$ cat src/rtl/freq_report_uart.sv
// Formats each frequency-counter result as "AA:VVVVVVVV\r\n" and transmits it as 8N1 UART.
// A single pending slot holds the next result while the current line is on the wire.
module freq_report_uart #(
  parameter int unsigned CLK_DIV = 347
) (
  input  logic        clk,
  input  logic        resetn,
  input  logic        strobe,
  input  logic [7:0]  addr,
  input  logic [31:0] value,
  input  logic        clear_ovr,
  output logic        ser_tx,
  output logic        busy,
  output logic        overrun,
  output logic [15:0] lines_sent
);

  typedef enum logic [1:0] {IDLE, START, DATA, STOP} state_e;

  localparam logic [15:0] DIV_LAST = 16'(CLK_DIV - 1);

  state_e      state_q;
  logic [15:0] cnt_q;
  logic [2:0]  bit_q;
  logic [3:0]  char_q;
  logic        ser_q;
  logic [7:0]  line_addr_q;
  logic [31:0] line_value_q;

  logic        pend_valid_q, pend_valid_d;
  logic [7:0]  pend_addr_q, pend_addr_d;
  logic [31:0] pend_value_q, pend_value_d;
  logic        ovr_q, ovr_d;
  logic [15:0] lines_sent_q, lines_sent_d;

  logic        bit_done;
  logic        consume;
  logic        line_done;
  logic [31:0] val_shift;
  logic [7:0]  cur_char;

  function automatic logic [7:0] hex_ascii(input logic [3:0] n);
    return (n < 4'd10) ? (8'h30 + {4'h0, n}) : (8'h37 + {4'h0, n});
  endfunction

  assign bit_done  = (cnt_q == DIV_LAST);
  assign consume   = (state_q == IDLE) && pend_valid_q;
  assign line_done = (state_q == STOP) && bit_done && (char_q == 4'd12);

  // Character currently on the wire, selected from the captured line buffer.
  always_comb begin
    val_shift = line_value_q << {char_q - 4'd3, 2'b00};
    case (char_q)
      4'd0:    cur_char = hex_ascii(line_addr_q[7:4]);
      4'd1:    cur_char = hex_ascii(line_addr_q[3:0]);
      4'd2:    cur_char = 8'h3A;
      4'd11:   cur_char = 8'h0D;
      4'd12:   cur_char = 8'h0A;
      default: cur_char = hex_ascii(val_shift[31:28]);
    endcase
  end

  // Overwriting an unconsumed entry raises overrun; a consume in the same cycle hands the old entry to TX.
  always_comb begin
    pend_valid_d = pend_valid_q;
    pend_addr_d  = pend_addr_q;
    pend_value_d = pend_value_q;
    ovr_d        = ovr_q;
    if (clear_ovr) ovr_d = 1'b0;
    if (strobe) begin
      pend_valid_d = 1'b1;
      pend_addr_d  = addr;
      pend_value_d = value;
      if (pend_valid_q && !consume) ovr_d = 1'b1;
    end else if (consume) begin
      pend_valid_d = 1'b0;
    end
    lines_sent_d = line_done ? lines_sent_q + 16'd1 : lines_sent_q;
  end

  always_ff @(posedge clk) begin
    if (!resetn) begin
      state_q      <= IDLE;
      cnt_q        <= '0;
      bit_q        <= '0;
      char_q       <= '0;
      ser_q        <= 1'b1;
      line_addr_q  <= '0;
      line_value_q <= '0;
      pend_valid_q <= 1'b0;
      pend_addr_q  <= '0;
      pend_value_q <= '0;
      ovr_q        <= 1'b0;
      lines_sent_q <= '0;
    end else begin
      pend_valid_q <= pend_valid_d;
      pend_addr_q  <= pend_addr_d;
      pend_value_q <= pend_value_d;
      ovr_q        <= ovr_d;
      lines_sent_q <= lines_sent_d;
      case (state_q)
        IDLE: begin
          cnt_q  <= '0;
          bit_q  <= '0;
          char_q <= '0;
          ser_q  <= 1'b1;
          if (pend_valid_q) begin
            line_addr_q  <= pend_addr_q;
            line_value_q <= pend_value_q;
            ser_q        <= 1'b0;
            state_q      <= START;
          end
        end
        START: begin
          if (bit_done) begin
            cnt_q   <= '0;
            bit_q   <= '0;
            ser_q   <= cur_char[0];
            state_q <= DATA;
          end else begin
            cnt_q <= cnt_q + 16'd1;
          end
        end
        DATA: begin
          if (bit_done) begin
            cnt_q <= '0;
            if (bit_q == 3'd7) begin
              ser_q   <= 1'b1;
              state_q <= STOP;
            end else begin
              bit_q <= bit_q + 3'd1;
              ser_q <= cur_char[bit_q + 3'd1];
            end
          end else begin
            cnt_q <= cnt_q + 16'd1;
          end
        end
        STOP: begin
          if (bit_done) begin
            cnt_q <= '0;
            if (char_q == 4'd12) begin
              state_q <= IDLE;
            end else begin
              char_q  <= char_q + 4'd1;
              ser_q   <= 1'b0;
              state_q <= START;
            end
          end else begin
            cnt_q <= cnt_q + 16'd1;
          end
        end
        default: state_q <= IDLE;
      endcase
    end
  end

  assign ser_tx     = ser_q;
  assign busy       = pend_valid_q || (state_q != IDLE);
  assign overrun    = ovr_q;
  assign lines_sent = lines_sent_q;

endmodule

$ cat config.mk
export PLATFORM = sky130hd
export DESIGN_NAME = freq_report_uart
export DESIGN_NICKNAME = d
export VERILOG_FILES = /design/src/rtl/freq_report_uart.sv
export SDC_FILE = /design/constraint.sdc
export NUM_CORES = 1
export LEC_CHECK = 0
export ABC_AREA = 1
export BUFFER_PORTS_ARGS = -buffer_cell sky130_fd_sc_hd__buf_2
export CAP_MARGIN = 20
export CORE_MARGIN = 1.5
export CORE_UTILIZATION = 58
export CTS_CLUSTER_DIAMETER = 150
export DETAILED_ROUTE_END_ITERATION = 16
export GPL_TIMING_DRIVEN = 0
export PLACE_DENSITY = 0.79
export RECOVER_POWER = 50
export SETUP_SLACK_MARGIN = 0.05
export SLEW_MARGIN = 25
export SYNTH_ARGS = -nofsm -noshare
export SYNTH_HDL_FRONTEND = slang
export SYNTH_SLANG_ARGS = --single-unit
$ cat constraint.sdc
create_clock -name clk -period 2.95 [get_ports clk]
set_clock_uncertainty 0.2 [all_clocks]
set_input_delay 0.7375 -clock clk [delete_from_list [all_inputs] [get_ports clk]]
set_output_delay 0.7375 -clock clk [all_outputs]
set_load 0.03 [all_outputs]
# Yosys cells after proc, flatten, opt, wreduce, memory -nomap -nowiden
# Cells that the tools add are included.
totals:
  ff_bits: 124
  inputBits: 44
  out_inout_bits: 19
classes:
  shifts: 1
  n_mux: 34
  magnitude_cmp: 4
  n_eq_ne: 16
  addsub: 11
  n_reduce_logical: 18
op_table:
  columns: ["operator", "n"]
  rows:
  - ["adder 6 x 4 -> 7 bit, first input constant", 6]
  - ["one-hot mux 7 bit (5 select lines)", 1]
  - ["adder 16 x 1 -> 16 bit, second input constant", 2]
  - ["one-hot mux 16 bit (2 select lines)", 1]
  - ["left shift 32 x 6 -> 32 bit", 1]
  - ["two-way mux 7 bit", 3]
  - ["equality test 16 x 9 -> 1 bit, second input constant", 1]
  - ["two-way mux 16 bit", 1]
  - ["inequality test 2 bit, second input constant", 7]
  - ["two-way mux 1 bit", 13]
  - ["< comparator 4 bit, second input constant", 3]
  - ["two-way mux 2 bit", 5]
  - ["two-way mux 3 bit", 3]
  - ["one-hot mux 3 bit (3 select lines)", 1]
  - ["equality test 4 bit, second input constant", 2]
  - ["two-way mux 4 bit", 2]
  - ["one-hot mux 2 bit (4 select lines)", 1]
  - ["one-hot mux 4 bit (2 select lines)", 1]
  - ["AND reduction 4 bit", 2]
  - ["nonzero test 2 bit", 3]
  - ["AND reduction 5 bit", 1]
  - ["adder 4 x 1 -> 4 bit, second input constant", 1]
  - ["equality test 2 bit, second input constant", 2]
  - ["equality test 4 x 1 -> 1 bit, second input constant", 1]
  - ["17 further kinds", 20]

# Logic depth before layout (Yosys ltp)
# Gate-level depths: netlist (run 1).
depth:
  word_depth: 10
  ltp_mapped: 20
  depth_no_buf: 19

# Worst setup path before layout (run 1)
# OpenSTA, ideal clock, no wires.
synth_path:
  path_kind: "flip-flop to flip-flop"
  from: "reg char_q[0]"
  to: "reg ser_q, in the netlist ser_tx"
  path_stages_with_launch: 21
  n_path_buf: 2
  setup_time_ns: 0.115
  slack_ns: 0.509
  t_arrival_ns: 2.126
  path_cell_list: "dfxtp_1 > inv_2 > buf_2 > ha_1 > buf_2 > nand3_1 > nand2_1 > nand2_1 > nand2_1 > nor2_2 > nand2_1 > a21oi_1 > nand2_1 > nand2_1 > nand3_1 > nand2_1 > nand2_1 > nand2_1 > nand2_1 > nand2_1 > nand2_1"
synth_via:
  elab_chain_len: 10
  word_cells_on_any_way: 20
  classes_between: "add/sub (3); order compare (1); eq/ne (5); shift (1); mux (8); reduce/logical (2)"
synth_lines:
  columns: ["element", "line_no", "source"]
  rows:
  - ["start, declared", "25", "logic [3:0] char_q;"]
  - ["start signal, assigned", "144", "char_q <= char_q + 4'd1;"]
  - ["subtractor 4 x 2 -> 4 bit", "52", "val_shift = line_value_q << {char_q - 4'd3, 2'b00};"]
  - ["left shift 32 x 6 -> 32 bit", "52", null]
  - ["adder 6 x 4 -> 7 bit or < comparator 4 bit (tied branches)", "43", "return (n < 4'd10) ? (8'h30 + {4'h0, n}) : (8'h37 + {4'h0, n});"]
  - ["two-way mux 7 bit", "43", null]
  - ["one-hot mux 7 bit (5 select lines)", "53", "case (char_q)"]
  - ["binary-select mux 1 bit (select 3 bit)", "132", "ser_q <= cur_char[bit_q + 3'd1];"]
  - ["two-way mux 1 bit (not written as such)", "132", null]
  - ["two-way mux 1 bit", "127", "if (bit_q == 3'd7) begin"]
  - ["two-way mux 1 bit", "125", "if (bit_done) begin"]
  - ["one-hot mux 1 bit (4 select lines)", "101", "case (state_q)"]
  - ["end signal, assigned", "118", "ser_q <= cur_char[0];"]
  - ["end signal, assigned", "132", null]
  - ["end, declared", "26", "logic ser_q;"]
# Several ways; a longest one is shown, not always the timed one. The select of a mux whose other input is x is not followed.
# A chain may end at the register's enable or synchronous reset.

# Worst setup path in the final report (run 1)
layout_path:
  from: "reg state_q[0]"
  to: "out busy"
layout_via:
  elab_chain_len: 2
layout_lines:
  columns: ["element", "line_no", "source"]
  rows:
  - ["start, declared", "22", "state_e state_q;"]
  - ["start signal, assigned", "83", "state_q <= IDLE;"]
  - ["start signal, assigned", "111", "state_q <= START;"]
  - ["start signal, assigned", "119", "state_q <= DATA;"]
  - ["nonzero test 2 bit", "158", "assign busy = pend_valid_q || (state_q != IDLE);"]
  - ["logical OR 1 bit", "158", null]
  - ["end, declared", "13", "output logic busy,"]
# Every way passes these cells.

==> results of run 1 <==
-- critical path: stages, from the launching register on --
cell	delay [ns]
dfxtp_1	0.34
inv_1	0.16
ha_1	0.25
inv_1	0.11
or2_2	0.30
buf_2	0.19
-- stage by stage --
step	instance area (um^2)	total power, mW	hold WS, ns	setup WS [ns]	cells
2_1_floorplan	5717	2.594	0.2292	0.5090	810
3_3_place_gp	6193	2.786	0.2407	0.09524	1005
3_5_place_dp	6193	2.823	0.2456	0.06852	1005
4_1_cts	6751	4.796	0.2246	0.1277	1035
5_1_grt	6754	5.018	0.2301	0.003405	1035
6_report	6754	4.792	0.2289	0.1401	1035
-- placed cells by master, fill, tap and decap left out, types with 4 or more instances in the layout --
cell,n
nor4_1,5
dfxtp_1,123
nand3_1,46
clkbuf_8,4
clkbuf_16,16
nor3_1,10
o21ai_0,109
xor2_1,5
nand2_1,113
inv_1,92
a21oi_1,69
buf_2,53
clkbuf_1,41
nor2_1,146
inv_2,4
nand4_1,7
ha_1,15
-- sequential cells by signal, indices dropped and copies added, names as in the netlist --
register,count
pend_addr_q,8
ser_tx,1
cnt_q,16
line_addr_q,8
pend_value_q,32
bit_q,3
char_q,4
overrun,1
pend_valid_q,1
line_value_q,32
lines_sent,16
state_q,2
-- final cells by class --
type                    count  share of cell area, %
inverters                  97                  5.391
well taps                 133                  2.464
repair buffers             62                  4.372
clock buffers              23                  6.910
clock inverters             7                  1.334
flip-flops and latches    124                  36.81
plain buffers              31                  1.890
multi-input cells         558                  40.83
-- where the power goes --
| part | internal [mW] | switching [mW] | total [mW] |
|---|---|---|---|
| combinational | 0.297 | 0.563 | 0.860 |
| clock | 1.25 | 0.729 | 1.98 |
| sequential | 1.86 | 0.0904 | 1.95 |
| total | 3.41 | 1.38 | 4.79 |
-- path summary, 6_finish.rpt --
kind | start | depth (start not counted) | to
max | state_q[0] | 5 | busy
min | value[27] | 3 | pend_value_q[27]
min reg2reg | line_value_q[0] | 2 | line_value_q[0]
max reg2reg | char_q[0] | 20 | ser_tx
-- cell families after synthesis --
logic type / count (synthesis) / synth area share (%)
compound gates: 187 / 16.70
flops: 124 / 43.42
xor+xnor: 7 / 1.204
buf+inv: 128 / 8.558
fa+ha+maj: 16 / 3.502
simple gates: 348 / 26.61
-- metal layers --
metal	part of all wire (%)	track usage [%]
met4	2.5	12.75
met2	49	47.68
met3	4.1	6.156
met5	0	0
met1	44	30.95
-- repair_timing --
item | in CTS | in global routing
endpoints found under the hold margin | 0 | 0
endpoints found under the setup margin | 1 | 2
hold buffers | 0 | 0
gates resized for setup | 1 | 5
==> results.json, run 1 <==
{
  "critical_path_peak_fanout": 5,
  "ys_top_cells_by_count": "nor2_1 (146), dfxtp_1 (124), nand2_1 (113), o21ai_0 (109), inv_1 (92)",
  "tns_ns": 0,
  "fp-row-count": 36,
  "clockBufferDepth": 2,
  "finalHoldViolCount": 0,
  "ir_worst_vdd_mv": 0.3462,
  "antenna_left": 0,
  "grt_pass1_vias": 5112,
  "slew_headroom_pct": 34.10,
  "cap_violations": 0,
  "viasPerCell": 5.346,
  "worstMarginPinSlew_ns": 0.9810,
  "antenna_cells": 0,
  "cts_tree": "yes",
  "seq_area_mm2": 0.002486,
  "hp-class": "primary input to flop",
  "insertion_delay_ns": 0.52,
  "synth_cell_types": 36,
  "worstSetupEndpointType": "output port",
  "fp.dieH_um": 102.3,
  "multi_input_area_mm2": 0.002758,
  "grt_max_degree": 17,
  "synth_area_leaders": "dfxtp_1 (43%), nor2_1 (9.6%), o21ai_0 (9.5%)",
  "cts.sinks": 124,
  "ff2ff_setup_slack_ns": 0.29,
  "io_pins": 63,
  "arrival_ns": 1.87,
  "grtUsageTotal_pct": 27.03,
  "grt_remaining_overflow": 0,
  "cts.reportedPaths.clkPinSlew_ns": 0.06,
  "syn_inst": 810,
  "netlist_area_mm2": 0.005717,
  "place_hpwl_mm": 9.343,
  "initial_utilization_pct": 59.03,
  "synth_top_area_share_pct": 43.42,
  "cts_buffers": 17,
  "synth.most_common_cell": "nor2_1",
  "nFillCells": 818,
  "die_w_um": 102.3,
  "grt_pass1_wl_mm": 22.03,
  "fin_crit_sh_pct": 95.25,
  "gp_congestion": 0.9464,
  "drc": 0,
  "critical_path_class": "flop to output port",
  "yosysWarnings": 0,
  "fmax_ghz": 0.3559,
  "vias": 5533,
  "critPathRequiredTime_ns": 2.01,
  "fin_util_pct": 69.74,
  "die-area_mm2": 0.01046,
  "slew_viol_final": 0,
  "synthToLayoutAreaGrowth_pct": 18.14,
  "portBuffers": 62,
  "final_nets": 951,
  "drt-pass1-iter-count": 5,
  "core_area_mm2": 0.009684,
  "wirelength_mm": 13.36,
  "rsz0062_at_grt": "yes",
  "cts_setup_buffers": 0,
  "setup_viol": 0,
  "htreeDepth": 4,
  "period_needed_ns": 2.810,
  "antenna_found_initial": 0,
  "drt_iter0_markers": 245,
  "synth_area_leader_cell": "dfxtp_1",
  "async_flop_share_pct": 0,
  "final_layout_size_suffix_gt1_share_pct": 11.75,
  "setup.worst_path.start_class": "flop",
  "syn_area_per_cell_um2": 7.058,
  "synth-main-ff-cell": "dfxtp_1",
  "syn_nets": 870,
  "leakage_nw": 2.814,
  "outcome": "complete, no violations",
  "synth_seq_area_share_pct": 43.42,
  "synth_seq_cells": 124,
  "root_buffer": "clkbuf_8",
  "synth_edf_count": 0,
  "p_per_area_mw_per_mm2": 709.5,
  "wl_per_cell_um": 12.90
}
No activity file was read; power rests on OpenSTA's default activity.
==> run 2, diff against run 1 <==
==> constraint.sdc (replaced) <==
create_clock -name clk -period 2.93 [get_ports clk]
set_clock_uncertainty 0.2 [all_clocks]
set_input_delay 0.7325 -clock clk [delete_from_list [all_inputs] [get_ports clk]]
set_output_delay 0.7325 -clock clk [all_outputs]
set_load 0.03 [all_outputs]
==> run 2 against run 1 <==
Net effect: utilization up 0.052 points; die area unchanged; critical path depth unchanged; sequential cell count unchanged; non-clock buffer count unchanged; worst hold slack worse by 0.0022 ns; total power up 0.56%; largest cell class unchanged.
==> results.json, run 2 (synthesis gave the netlist of run 1 again) <==
{
  "insertion_delay_ns": 0.52,
  "fp.dieH_um": 102.3,
  "most-common-layout-cells": "nor2_1 (145), dfxtp_1 (123), nand2_1 (113)",
  "core_area_mm2": 0.009684,
  "cts.reportedPaths.clkPinSlew_ns": 0.06,
  "grt_max_degree": 17,
  "grtUsageTotal_pct": 27.03,
  "met3_usage_pct": 6.156,
  "drt_iter0_markers": 250,
  "setup.worst_path.start_class": "flop",
  "busiest_layer": "met2",
  "dp_cells": 1005,
  "htreeDepth": 4,
  "io_pins": 63,
  "die_w_um": 102.3,
  "antenna_found_initial": 0,
  "antenna_left": 0,
  "grt_pass1_wl_mm": 22.03,
  "hp-class": "primary input to flop",
  "vias": 5486,
  "final_layout_size_suffix_gt1_share_pct": 12.20,
  "fmax_ghz": 0.3624,
  "p_int_mw": 3.434,
  "seqPwrFrac_pct": 40.7,
  "biggestRegsByFlops": "line_value_q x32, pend_value_q x32",
  "leakage_nw": 2.825,
  "total_power_mw": 4.819,
  "synthToLayoutAreaGrowth_pct": 18.23,
  "final_nets": 951,
  "clkPwrFrac_pct": 41.3,
  "cts_hold_buf": 0,
  "combPwrFrac_pct": 18.0,
  "setup_viol": 0,
  "antenna_cells": 0,
  "tns_ns": 0,
  "nFillCells": 816,
  "outcome": "complete, no violations",
  "cts_buffers": 17,
  "cap_violations": 0,
  "wl_per_cell_um": 12.87,
  "cts_setup_buffers": 0,
  "cts_tree": "yes",
  "rsz0062_at_grt": "no",
  "clockBufferDepth": 2,
  "use_met1_pct": 30.95,
  "arrival_ns": 1.83,
  "critPathRequiredTime_ns": 2.00,
  "gp_congestion": 0.9464,
  "critical_path_peak_fanout": 5,
  "drt-pass1-iter-count": 5,
  "worstSetupEndpointType": "output port",
  "finalHoldViolCount": 0,
  "cts.sinks": 124,
  "die-area_mm2": 0.01046,
  "worstMarginPinSlew_ns": 0.9793,
  "grt_remaining_overflow": 0,
  "switching_share_pct": 28.74,
  "wirelength_mm": 13.32,
  "drc": 0,
  "ir_worst_vdd_mv": 0.3476,
  "slew_headroom_pct": 34.21,
  "portBuffers": 62,
  "final_cells": 1035,
  "place_hpwl_mm": 9.343,
  "critical_path_class": "flop to output port",
  "viasPerCell": 5.300,
  "period_needed_ns": 2.759,
  "fp-row-count": 36,
  "p_sw_mw": 1.385,
  "root_buffer": "clkbuf_8",
  "slew_viol_final": 0,
  "p_per_area_mw_per_mm2": 713.0,
  "final_common_cell": "nor2_1",
  "grtUsageMet2_pct": 47.68,
  "grt_pass1_vias": 5112,
  "fin_crit_sh_pct": 94.17,
  "initial_utilization_pct": 59.03
}
[run 2: cell types whose count changed in the layout (fill, tap and decap cells not counted)]
cell and change:
clkbuf_1 -2, buf_2 +1, clkbuf_4 +1, ha_1 -1, ha_2 +1, inv_1 -1, inv_2 +1, nand3_1 +1
nand3_2 -1, nor2_1 -1, nor2_2 +1
[run 2: per-layer routing]
layer	share of wire [%]	up-vias	wire length, um
li1	-	2792	-
met1	44	2507	5830
met2	49	153	6543
met3	4.4	34	582
met4	2.7	0	361
met5	0	-	0
[run 2: power groups by stage]
stage	Clock (mW)	Sequential, mW	Combinational (mW)
finish	1.99	1.96	0.866
CTS	2.01	1.96	0.860
global route	2.08	1.98	0.992
detailed placement	0	1.99	0.848
global placement	0	1.99	0.816
floorplan	0	1.98	0.629
[run 2: layout make-up]
cell class	count	area [um^2]	share of cell area [%]
clock inverters	7	90.09	1.333
clock buffers	23	466.7	6.905
well taps	133	166.4	2.462
inverters	97	364.1	5.387
repair buffers	62	297.8	4.406
multi-input cells	558	2758	40.80
plain buffers	31	130.1	1.925
flip-flops and latches	124	2486	36.78
[run 2: metrics by stage]
stage               cell area, um^2  setup WS (ns)  util, %  hold WS (ns)
CTS                            6751         0.1127    69.72        0.2196
detailed placement             6193        0.04852    63.95        0.2456
global placement               6193        0.07524    63.95        0.2407
floorplan                      5717         0.4890        -        0.2292
global route                   6759        0.02534    69.79        0.2251
finish                         6759         0.1709    69.79        0.2267
[run 2: final timing paths]
check,depth (start not counted),to,startpoint,slack [ns]
setup / recovery,5,busy,state_q[1],0.17
hold / removal,3,pend_value_q[27],value[27],0.23
setup reg to reg,19,ser_tx,char_q[0],0.28
hold reg to reg,2,line_value_q[0],line_value_q[0],0.26
[run 2: repair_timing]
item                       in CTS  in global routing
resized for setup               1                  8
setup endpoints to repair       1                  2
pin swaps                       0                  0
[run 2: critical path, stage by stage, from the launching register on]
cell and delay, ns:
dfxtp_1 0.34, inv_1 0.14, ha_2 0.24, inv_1 0.09, or2_2 0.29, buf_2 0.19
==> run 3, diff against run 2 <==
--- a/config.mk
+++ b/config.mk
@@ -8,7 +8,7 @@
 export ABC_AREA = 1
 export BUFFER_PORTS_ARGS = -buffer_cell sky130_fd_sc_hd__buf_2
 export CAP_MARGIN = 20
-export CORE_MARGIN = 1.5
+export CORE_MARGIN = 2
 export CORE_UTILIZATION = 58
 export CTS_CLUSTER_DIAMETER = 150
 export DETAILED_ROUTE_END_ITERATION = 16
==> run 3 against run 2 <==
Net effect: worst hold slack is essentially flat; utilization grew 0.31 points; first-iteration DRC count up 19%; critical path depth did not move; non-clock buffer count unchanged; global-route usage is 0.56 points lower; via count down 1.0%; final cell count hardly changed; sequential share of layout area fell by 0.16 points; fmax decreased by 0.89%; critical endpoint unchanged; highest routed layer unchanged.
==> results.json, run 3 (synthesis gave the netlist of run 1 again) <==
{
  "outcome": "complete, no violations",
  "initial_utilization_pct": 59.03,
  "tns_ns": 0,
  "die_w_um": 103.3,
  "seq_area_mm2": 0.002486,
  "antenna_found_initial": 0,
  "die-area_mm2": 0.01067,
  "switching_share_pct": 28.98,
  "insertion_delay_ns": 0.52,
  "rsz0062_at_grt": "yes",
  "io_pins": 63,
  "critical_path_class": "flop to output port",
  "worst_r2r_path_depth": 20,
  "most-common-layout-cells": "nor2_1 (146), dfxtp_1 (123), nand2_1 (113)",
  "drt-pass1-iter-count": 5,
  "final_layout_size_suffix_gt1_share_pct": 12.62,
  "clkPwrFrac_pct": 42.3,
  "wirelength_mm": 13.44,
  "ir_worst_vdd_mv": 0.3644,
  "final_common_cell": "nor2_1",
  "worstMarginPinSlew_ns": 0.9041,
  "grt_remaining_overflow": 0,
  "grtUsageTotal_pct": 26.46,
  "antenna_left": 0,
  "wl_per_cell_um": 12.98,
  "viasPerCell": 5.240,
  "combPwrFrac_pct": 17.7,
  "period_needed_ns": 2.784,
  "nFillCells": 810,
  "slew_headroom_pct": 39.26,
  "multi_input_area_mm2": 0.002760,
  "postLayoutCellArea_mm2": 0.006789,
  "gp_congestion": 0.9318,
  "place_ws_ns": 0.009483,
  "fin_util_pct": 70.10,
  "drc": 0,
  "htreeDepth": 4,
  "place_hpwl_mm": 9.364,
  "drt_iter0_markers": 297,
  "fp.dieH_um": 103.3,
  "fin_ws_ns": 0.1462,
  "seqPwrFrac_pct": 40.1,
  "cts_hold_buf": 0,
  "ff2ff_setup_slack_ns": 0.21,
  "leakage_nw": 2.844,
  "final_nets": 951,
  "grt_pass1_wl_mm": 22.15,
  "setup_viol": 0,
  "rr_endpoint": "ser_tx",
  "portBuffers": 62,
  "cts.sinks": 124,
  "finalHoldViolCount": 0,
  "vias": 5429,
  "critPathLaunch": "state_q[0]",
  "placed_cell_area_mm2": 0.006193,
  "antenna_cells": 0,
  "crit_path_end": "busy",
  "critPathRequiredTime_ns": 2.00,
  "arrival_ns": 1.85,
  "clockBufferDepth": 2,
  "fin_crit_sh_pct": 95.01,
  "cts.reportedPaths.clkPinSlew_ns": 0.06,
  "fmax_ghz": 0.3592,
  "slew_viol_final": 0,
  "grt_pass1_vias": 5094,
  "synthToLayoutAreaGrowth_pct": 18.76,
  "cts_tree": "yes",
  "hp-class": "primary input to flop",
  "biggestRegsByFlops": "line_value_q x32, pend_value_q x32",
  "setup.worst_path.start_class": "flop",
  "p_sw_mw": 1.420,
  "total_power_mw": 4.900,
  "core_area_mm2": 0.009684,
  "p_per_area_mw_per_mm2": 721.7,
  "grt_max_degree": 17,
  "fp-row-count": 36,
  "critical_path_peak_fanout": 5,
  "root_buffer": "clkbuf_8",
  "worstSetupEndpointType": "output port",
  "cts_buffers": 17,
  "p_int_mw": 3.480,
  "r2r_start": "char_q[0]",
  "cap_violations": 0
}
==> run 3: cell types whose count changed in the layout (fill, tap and decap cells not counted) <==
| cell | previous run | this run |
|---|---|---|
| inv_2 | 5 | 4 |
| nor2_1 | 145 | 146 |
| bufinv_16 | 2 | 3 |
| nor2_2 | 3 | 2 |
| inv_1 | 91 | 92 |
| clkbuf_8 | 4 | 2 |
| clkbuf_1 | 39 | 35 |
| nand3_1 | 47 | 46 |
| buf_2 | 54 | 57 |
| clkinvlp_4 | 2 | 3 |
| nand3_2 | 2 | 3 |
| clkinv_4 | 0 | 2 |
==> run 3: timing repair <==
item,CTS,global route
gates cloned,0,0
setup buffers,0,0
setup endpoints to repair,1,2
gates resized for setup,1,6
==> run 3: how the worst min path moves through the flow <==
stage / startpoint / endpoint / slack (ns) / depth (start not counted)
2_1_floorplan: line_value_q[31] / line_value_q[31] / 0.23 / 2
3_3_place_gp: line_value_q[0] / line_value_q[0] / 0.24 / 2
3_5_place_dp: line_value_q[1] / line_value_q[1] / 0.25 / 2
4_1_cts: value[30] / pend_value_q[30] / 0.22 / 3
5_1_grt: value[22] / pend_value_q[22] / 0.23 / 3
6_report: value[19] / pend_value_q[19] / 0.23 / 3
==> run 3: worst max-delay path, cell delays in order, from the launching register on <==
cell and delay, ns:
dfxtp_1 0.34, inv_1 0.16, ha_2 0.24, inv_1 0.09
or2_2 0.30, buf_2 0.19
==> run 3: area by class of cell <==
cell class / count / share of cell area [%]
multi-input combinational: 558 / 40.66
sequential: 124 / 36.62
clock buffer: 20 / 6.414
inverter: 97 / 5.363
timing repair buffer: 62 / 4.442
tap: 133 / 2.451
clock inverter: 11 / 2.138
buffer: 31 / 1.917
==> run 3: per-layer routing <==
layer	part of all wire (%)	track usage (%)	vias to the layer above
met4	2.0	10.53	0
li1	-	-	2795
met2	50	47.00	130
met1	43	30.92	2476
met5	0	0	-
met3	4.6	5.981	28
==> run 3: power groups by stage <==
stage	registers (mW)	logic [mW]	clock network (mW)
after global routing	1.98	0.993	2.16
after CTS	1.96	0.859	2.07
after detailed placement	1.99	0.842	0
after floorplan	1.98	0.629	0
after global placement	1.99	0.816	0
final	1.96	0.866	2.07
==> run 3: per-stage QoR <==
step,cells,hold WS [ns]
detailed placement,1005,0.2481
finish,1036,0.2268
global route,1036,0.2331
CTS,1036,0.2202
global placement,1005,0.2396
floorplan,810,0.2292
